### src/rtl/sseg_disp_scan_if.sv
// rtl/sseg_disp_scan_if.sv - control/data bundle between a display host and the scanner
interface sseg_disp_scan_if;
  logic        en;
  logic        ld;
  logic [15:0] value;
  logic [3:0]  dp_en;
  logic        blank_lz;
  logic [3:0]  an;
  logic [7:0]  segs;
  logic        frame_done;

  modport master (
    output en, ld, value, dp_en, blank_lz,
    input  an, segs, frame_done
  );

  modport slave (
    input  en, ld, value, dp_en, blank_lz,
    output an, segs, frame_done
  );
endinterface

### src/rtl/sseg_disp_scan.sv
// rtl/sseg_disp_scan.sv - 4-digit multiplexed 7-segment scanner with tear-free double buffering
module sseg_disp_scan #(
  parameter int CNT_MAX = 25000
) (
  input  logic            clk,
  input  logic            rst,
  sseg_disp_scan_if.slave bus
);
  localparam int CW = $clog2(CNT_MAX);

  logic [CW-1:0] presc;
  logic [1:0]    idx;
  logic [15:0]   pend_val, disp_val;
  logic [3:0]    pend_dp, disp_dp;
  logic          pend_bl, disp_bl;
  logic          pend;
  logic [3:0]    an_q;
  logic [7:0]    segs_q;
  logic          fd_q;

  logic          tick, wrap, blank;
  logic [3:0]    nib;
  logic [6:0]    seg7;

  assign tick = bus.en && (presc == CW'(CNT_MAX - 1));
  assign wrap = tick && (idx == 2'd3);

  // A digit is a leading zero when it and every digit to its left are zero.
  assign nib   = disp_val[{idx, 2'b00} +: 4];
  assign blank = disp_bl && (idx != 2'd0) && ((disp_val >> {idx, 2'b00}) == 16'd0);

  always_comb begin
    seg7 = 7'b1111111;
    case (nib)
      4'h0: seg7 = 7'b1000000;
      4'h1: seg7 = 7'b1111001;
      4'h2: seg7 = 7'b0100100;
      4'h3: seg7 = 7'b0110000;
      4'h4: seg7 = 7'b0011001;
      4'h5: seg7 = 7'b0010010;
      4'h6: seg7 = 7'b0000010;
      4'h7: seg7 = 7'b1111000;
      4'h8: seg7 = 7'b0000000;
      4'h9: seg7 = 7'b0010000;
      4'ha: seg7 = 7'b0001000;
      4'hb: seg7 = 7'b0000011;
      4'hc: seg7 = 7'b1000110;
      4'hd: seg7 = 7'b0100001;
      4'he: seg7 = 7'b0000110;
      4'hf: seg7 = 7'b0001110;
      default: seg7 = 7'b1111111;
    endcase
  end

  always_ff @(posedge clk) begin
    if (rst) begin
      presc    <= '0;
      idx      <= 2'd0;
      pend     <= 1'b0;
      pend_val <= 16'd0;
      pend_dp  <= 4'd0;
      pend_bl  <= 1'b0;
      disp_val <= 16'd0;
      disp_dp  <= 4'd0;
      disp_bl  <= 1'b0;
      an_q     <= 4'b1111;
      segs_q   <= 8'hff;
      fd_q     <= 1'b0;
    end else begin
      if (bus.en) presc <= tick ? '0 : presc + 1'b1;
      if (tick) idx <= idx + 2'd1;
      fd_q <= wrap;

      if (bus.en) begin
        an_q   <= ~(4'b0001 << idx);
        segs_q <= {~disp_dp[idx], blank ? 7'b1111111 : seg7};
      end else begin
        an_q   <= 4'b1111;
        segs_q <= 8'hff;
      end

      // A load coinciding with the frame wrap bypasses the pending stage.
      if (bus.ld && wrap) begin
        disp_val <= bus.value;
        disp_dp  <= bus.dp_en;
        disp_bl  <= bus.blank_lz;
        pend     <= 1'b0;
      end else if (bus.ld) begin
        pend_val <= bus.value;
        pend_dp  <= bus.dp_en;
        pend_bl  <= bus.blank_lz;
        pend     <= 1'b1;
      end else if (wrap && pend) begin
        disp_val <= pend_val;
        disp_dp  <= pend_dp;
        disp_bl  <= pend_bl;
        pend     <= 1'b0;
      end
    end
  end

  assign bus.an         = an_q;
  assign bus.segs       = segs_q;
  assign bus.frame_done = fd_q;
endmodule
### src/flat_wrapper.sv
// flat-port wrapper written by rule: the top's interface ports become plain ports
module sseg_disp_scan_flat 
#(
  parameter int CNT_MAX = 25000
)
  (clk, rst, bus_en, bus_ld, bus_value, bus_dp_en, bus_blank_lz, bus_an, bus_segs, bus_frame_done);
  sseg_disp_scan_if bus_i ();
  input  logic clk;
  input  logic rst;
  input wire logic [$bits(bus_i.en)-1:0] bus_en;
  input wire logic [$bits(bus_i.ld)-1:0] bus_ld;
  input wire logic [$bits(bus_i.value)-1:0] bus_value;
  input wire logic [$bits(bus_i.dp_en)-1:0] bus_dp_en;
  input wire logic [$bits(bus_i.blank_lz)-1:0] bus_blank_lz;
  output wire logic [$bits(bus_i.an)-1:0] bus_an;
  output wire logic [$bits(bus_i.segs)-1:0] bus_segs;
  output wire logic [$bits(bus_i.frame_done)-1:0] bus_frame_done;
  assign bus_i.en = bus_en;
  assign bus_i.ld = bus_ld;
  assign bus_i.value = bus_value;
  assign bus_i.dp_en = bus_dp_en;
  assign bus_i.blank_lz = bus_blank_lz;
  assign bus_an = bus_i.an;
  assign bus_segs = bus_i.segs;
  assign bus_frame_done = bus_i.frame_done;
  sseg_disp_scan #(.CNT_MAX(CNT_MAX)) u_core (.clk(clk), .rst(rst), .bus(bus_i));
endmodule
### config.mk
export PLATFORM = sky130hd
export DESIGN_NAME = sseg_disp_scan_flat
export DESIGN_NICKNAME = d
export VERILOG_FILES = /design/src/rtl/sseg_disp_scan_if.sv /design/src/rtl/sseg_disp_scan.sv /design/src/flat_wrapper.sv
export SDC_FILE = /design/constraint.sdc
export NUM_CORES = 1
export LEC_CHECK = 0
export CORE_UTILIZATION = 60
export CTS_BUF_LIST = sky130_fd_sc_hd__clkbuf_16
export DETAILED_ROUTE_END_ITERATION = 10
export PLACE_DENSITY = 0.85
export RECOVER_POWER = 50
export SLEW_MARGIN = 15
export SYNTH_ARGS = -nofsm -noshare
export SYNTH_HDL_FRONTEND = slang
export SYNTH_SLANG_ARGS = --single-unit
### constraint.sdc
create_clock -name clk -period 4.08 [get_ports clk]
set_input_delay 0.408 -clock clk [delete_from_list [all_inputs] [get_ports clk]]
set_output_delay 0.408 -clock clk [all_outputs]
set_load 0.01 [all_outputs]
# Word level (Yosys, flattened, before mapping)
# Memories as Yosys holds them, arrays and structs flattened. A register that Yosys moved wholly into a read port is not among the register bits.
# Cells that the tools add are included.
[totals]
memories = 1
register_bits = 66
inputBits = 25
word_cells = 55
output_inout_bits = 13
rom_bits = 112
[memory_table]
columns = ["memory", "depth", "width", "rd", "rd_ports_with_merged_regs", "write_ports", "line_no", "rtl"]
rows = [
  ["(no name shown)", 16, 7, 1, 1, 0, "sseg_disp_scan.sv:34", "case (nib)"],
]
[op_classes]
n_reduce_logical = 15
bitwise_logic = 4
order_cmp = 1
n_eq_ne = 3
n_mux = 14
shift = 3
add_sub_neg = 2
[op_table]
columns = ["cell", "n"]
rows = [
  ["$mux 16", 3],
  ["$logic_not 16->1", 1],
  ["$shiftx 16x5->4", 1],
  ["$shr 16x4->16", 1],
  ["$add 15x1->15 const B", 1],
  ["$eq 15x15->1 const B", 1],
  ["$mux 15", 1],
  ["$mux 4", 3],
  ["$logic_and 1x1->1", 6],
  ["$mux 1", 6],
  ["$reduce_bool 2->1", 3],
  ["$not 4->4", 1],
  ["$reduce_and 2->1", 2],
  ["$reduce_or 2->1", 2],
  ["$shl 1x2->4 const A", 1],
  ["$lt 2x3->1 const B", 1],
  ["$not 1->1", 3],
  ["$reduce_or 3->1", 1],
  ["$add 2x1->2 const B", 1],
  ["$bmux 1 s2", 1],
  ["$eq 2x2->1 const B", 1],
  ["$ne 2x1->1 const B", 1],
]

# Depth between registers and ports, before layout
[depth]
depth_word = 7
ltp_mapped = 9
mapped_depth_nobuf = 8

# Worst setup path after synthesis
# No wires, ideal clock.
[synth_path]
path_type = "register to register"
startpoint = "reg u_core.idx[0]"
endpoint = "reg u_core.segs_q[3], in the netlist u_core.bus.segs[3]"
n_path_buf = 1
required_time_ps = 4001
period_less_slack_ps = 2213
slack_ps = 1867
setup_time_ps = 79
stages_incl_launch_ff = 10
arrival_ps = 2134
cell_sequence = "dfxtp_1 -> buf_4 -> mux4_2 -> inv_1 -> ha_1 -> nor4b_1 -> nand2_1 -> a31oi_1 -> a31oi_1 -> o211ai_1"
[synth_between]
elab_chain_len = 4
elab_cells_between_ends = 7
cone_classes = "2 x shift; 5 x reduce/logical"
[synth_lines]
columns = ["element", "line_no", "rtl"]
rows = [
  ["start: declaration", "sseg_disp_scan.sv:12", "logic [1:0] idx;"],
  ["start signal: assignment", "sseg_disp_scan.sv:71", "if (tick) idx <= idx + 2'd1;"],
  ["$shr 16x4->16 or $reduce_bool 2->1 (tied branches)", "sseg_disp_scan.sv:30", "assign blank = disp_bl && (idx != 2'd0) && ((disp_val >> {idx, 2'b00}) == 16'd0);"],
  ["$logic_not 16->1 or $logic_and 1x1->1 (tied branches)", "sseg_disp_scan.sv:30", ""],
  ["$logic_and 1x1->1", "sseg_disp_scan.sv:30", ""],
  ["$reduce_or 3->1 (no source line)", "--", ""],
  ["end: declaration", "sseg_disp_scan.sv:18", "logic [7:0] segs_q;"],
]
# Several ways; a longest one is shown, not always the timed one.
# A chain may end at the register's enable or synchronous reset.

# Worst setup path in the final report
[layout_path]
startpoint = "in rst"
endpoint = "reg u_core.segs_q[3], in the netlist u_core.bus.segs[3]"
[layout_between]
elab_chain_len = 1
[layout_lines]
columns = ["element", "line_no", "rtl"]
rows = [
  ["start: declaration", "flat_wrapper.sv:9", "input logic rst;"],
  ["$reduce_or 3->1 (no source line)", "--", ""],
]
# Every way passes these cells.

==> impl_metrics.py <==
metrics = {
    "routing": {
        "final_antenna_net_count": 0,
        "drtIter0Drc": 200,
        "drt-pass1-iter-count": 5,
        "routed_via_density": 5.796,
        "avgRoutedWirePerCell_um": 14.98,
        "drc": 0,
        "drt_wl_total_um": 6680,
        "via_count": 2585,
    },
    "synth": {
        "syn_area_per_cell_um2": 9.727,
        "synth_cells": 341,
        "syn_area_um2": 3317,
        "syn_nets": 376,
        "async_flop_share": 0,
        "synthFlopType": "dfxtp_1",
        "synth_cell_types": 44,
        "yosys_warnings": 0,
        "ys_seq_elements": 73,
        "synth_edf_count": 0,
        "ys_seq_area_frac": 0.4406,
    },
    "final_layout": {
        "fin_area_um2": 3973,
        "final_nets": 406,
        "area_growth_pct": 19.77,
        "final_util": 0.7632,
        "layout-drive-gt1-share": 0.07979,
        "diodes": 0,
    },
    "global_route": {
        "grt_usage": 0.2470,
        "overflow": 0,
        "grt_max_degree": 53,
        "grt_pass1_vias": 2433,
        "grt_pass1_wl_um": 11450,
        "antenna_found_initial": 0,
    },
    "critical_path": {
        "r2r_setup_slack_ps": 1320,
        "crit_buf_inv": 2,
        "end_kind": "flop",
        "cp_max_fo": 52,
        "r2r-start": "u_core.idx[0]",
        "crit_path_max_incr_delay_ps": 1520,
        "path_delay_family": "buffers and inverters",
        "cp-start-kind": "input port",
        "required_ps": 4320,
        "cp_slowest_cell": "clkbuf_1",
        "reg2regPathDepth": 8,
        "crit_path_cell_trace": "dlygate4sd3_1, clkbuf_1, nor2b_1, o31ai_1, a31oi_1, o211ai_1",
        "path_class": "input port to flop",
        "r2r_end": "u_core.bus.segs[3]",
        "critPathArrivalTime_ps": 3420,
    },
    "sta": {
        "setup_slack_ps": 908.5,
        "rsz0062_at_grt": "false",
        "fin_crit_ps": 3171,
        "hold_slack_ps": 497.1,
        "period_share": 0.7773,
        "drv_slew": 53,
        "fmax_mhz": 315.3,
        "tns_ps": 0,
        "slew_headroom": -0.4170,
        "clock_skew_ps": 4.869,
        "finalHoldViolCount": 0,
        "tightest_slew_ps": 2126,
        "setup_viol": 0,
    },
    "pwr": {
        "ir_drop_mv": 0.2791,
        "cellPowerDensity_nw_per_um2": 419.6,
        "power.leakage_nw": 1.495,
    },
    "die": {
        "num_rows": 26,
        "die_area_um2": 5829,
        "die_w_um": 76.35,
        "initial_core_util": 0.6373,
        "die_y_um": 76.35,
        "core_um2": 5205,
        "pin_count": 38,
    },
    "place": {
        "io_buffers": 37,
        "placed_area_um2": 3665,
        "dp_hpwl_um": 4205,
        "place_ws_ps": 1344,
        "gp_routability_congestion": 0.7916,
    },
    "clock_network": {
        "path_clk_slew_ps": 50,
        "clock_sinks": 73,
        "postCtsHoldBufs": 0,
        "cts_setup_buffers": 0,
        "cts_resized": 0,
        "cts_tree": "done",
        "cts_root_buf": "clkbuf_16",
        "cts-htree-levels": 3,
        "numCtsBuffers": 9,
        "cts.path.max_buffers": 2,
        "clk_latency_ps": 330,
    },
    "min_path": {
        "min_path_cells": 2,
        "min_to": "u_core.pend_val[0]",
        "hold_class": "flop to flop",
        "holdCritStartpoint": "u_core.pend_val[0]",
    },
    "run_status": {
        "status": "finished, violations left",
        "violations": "capacitance limit, slew limit",
    },
    "run": {
        "max_cap_viol_count": 1,
    },
}
-- layer usage --
metal,vias to the layer above,global-route usage,wire [um]
li1,1277,-,-
met1,1220,0.3160,3040
met2,77,0.4072,3232
met3,11,0.04072,273
met4,0,0.1154,135
met5,-,0,0
-- Yosys cell counts, types with 2 or more instances --
master,number,area (um2)
a21oi_1,6,30.03
a22o_1,20,175.2
a22oi_1,21,157.7
a31oi_1,2,12.51
and3_1,2,12.51
and4_1,2,17.52
and4bb_2,2,25.02
buf_12,2,40.04
buf_2,5,25.02
buf_4,3,22.52
clkbuf_1,10,37.54
dfxtp_1,73,1461
ha_1,10,125.1
inv_1,7,26.28
mux2i_1,24,240.2
mux4_2,5,112.6
nand2_1,18,67.56
nand2b_1,4,25.02
nand3_1,10,50.05
nand4_1,2,12.51
nor2_1,65,244.0
nor2b_1,3,18.77
nor3_1,2,10.01
nor3b_1,2,15.01
nor4_1,3,18.77
o211ai_1,5,37.54
o21ai_0,2,10.01
o221ai_1,2,17.52
o31ai_1,2,15.01
or2_2,2,12.51
xnor2_1,7,61.31
xor2_1,6,52.55
-- power by group --
group | total (mW) | switching, mW | internal, mW
Clock | 0.823 | 0.294 | 0.529
Combinational | 0.103 | 0.0480 | 0.0551
Sequential | 0.741 | 0.00932 | 0.732
Total | 1.67 | 0.351 | 1.32
-- worst register-to-register path: cells and delay by family (launching register included) --
kind / cells / cell delay [ps]
AO/OA/AOI/OAI: 3 / 590
multiplexers: 1 / 650
adder cells (fa/ha/maj): 1 / 250
AND/OR/NAND/NOR: 2 / 400
flip-flops: 1 / 660
buffers and inverters: 1 / 130
-- cell type report --
| class | instances | area, um2 |
|---|---|---|
| Tap cell | 70 | 87.58 |
| Fill cell | 367 | 1232 |
| Clock inverter | 7 | 86.33 |
| Inverter | 7 | 26.28 |
| Clock buffer | 9 | 225.2 |
| Sequential cell | 73 | 1461 |
| Timing Repair Buffer | 41 | 396.6 |
| Multi-Input combinational cell | 239 | 1689 |
-- kinds of logic (layout without fill, tap and decap cells) --
family	Yosys count	in the layout	synth area share
AO/OA/AOI/OAI	64	64	0.1479
buffers and inverters	29	64	0.05017
AND/OR/NAND/NOR	122	122	0.1796
adder cells (fa/ha/maj)	10	10	0.03772
multiplexers	30	30	0.1098
XOR/XNOR	13	13	0.03433
flip-flops	73	73	0.4406
-- flip-flops by register name (all words and copies together) (netlist names), 2 cells and up --
| register | flops |
|---|---|
| u_core.bus.segs | 8 |
| u_core.bus.an | 4 |
| u_core.disp_dp | 4 |
| u_core.idx | 2 |
| u_core.pend_val | 16 |
| u_core.pend_dp | 4 |
| u_core.presc | 15 |
| u_core.disp_val | 16 |
-- placed cells by master (no fill, tap or decap), drive strengths merged, types with 4 or more instances in the layout --
cell           instances
a21oi                  6
a22o                  20
a22oi                 21
clkbuf                10
clkdlybuf4s50         23
clkinv                 4
dfxtp                 73
dlygate4sd3           14
ha                    10
inv                    8
mux2i                 24
mux4                   5
nand2                 18
nand2b                 4
nand3                 10
nor2                  65
o211ai                 5
o21ai                  4
xnor2                  7
xor2                   6
-- worst max-delay path by stage --
stage	from	to	slack [ps]	depth (start not counted)
2_1_floorplan	u_core.idx[0]	u_core.bus.segs[3]	1870	9
3_3_place_gp	bus_en	u_core.disp_dp[0]	1420	6
3_5_place_dp	u_core.idx[0]	u_core.bus.segs[3]	1340	8
4_1_cts	u_core.idx[0]	u_core.bus.segs[3]	1300	8
5_1_grt	rst	u_core.bus.segs[2]	630	6
6_report	rst	u_core.bus.segs[3]	910	6
-- stage by stage --
step,power [mW],cells
floorplan,0.8181,341
global placement,0.8580,430
detailed placement,0.8607,430
CTS,1.673,446
global route,1.716,446
finish,1.667,446
No activity file was read; power rests on OpenSTA's default activity.
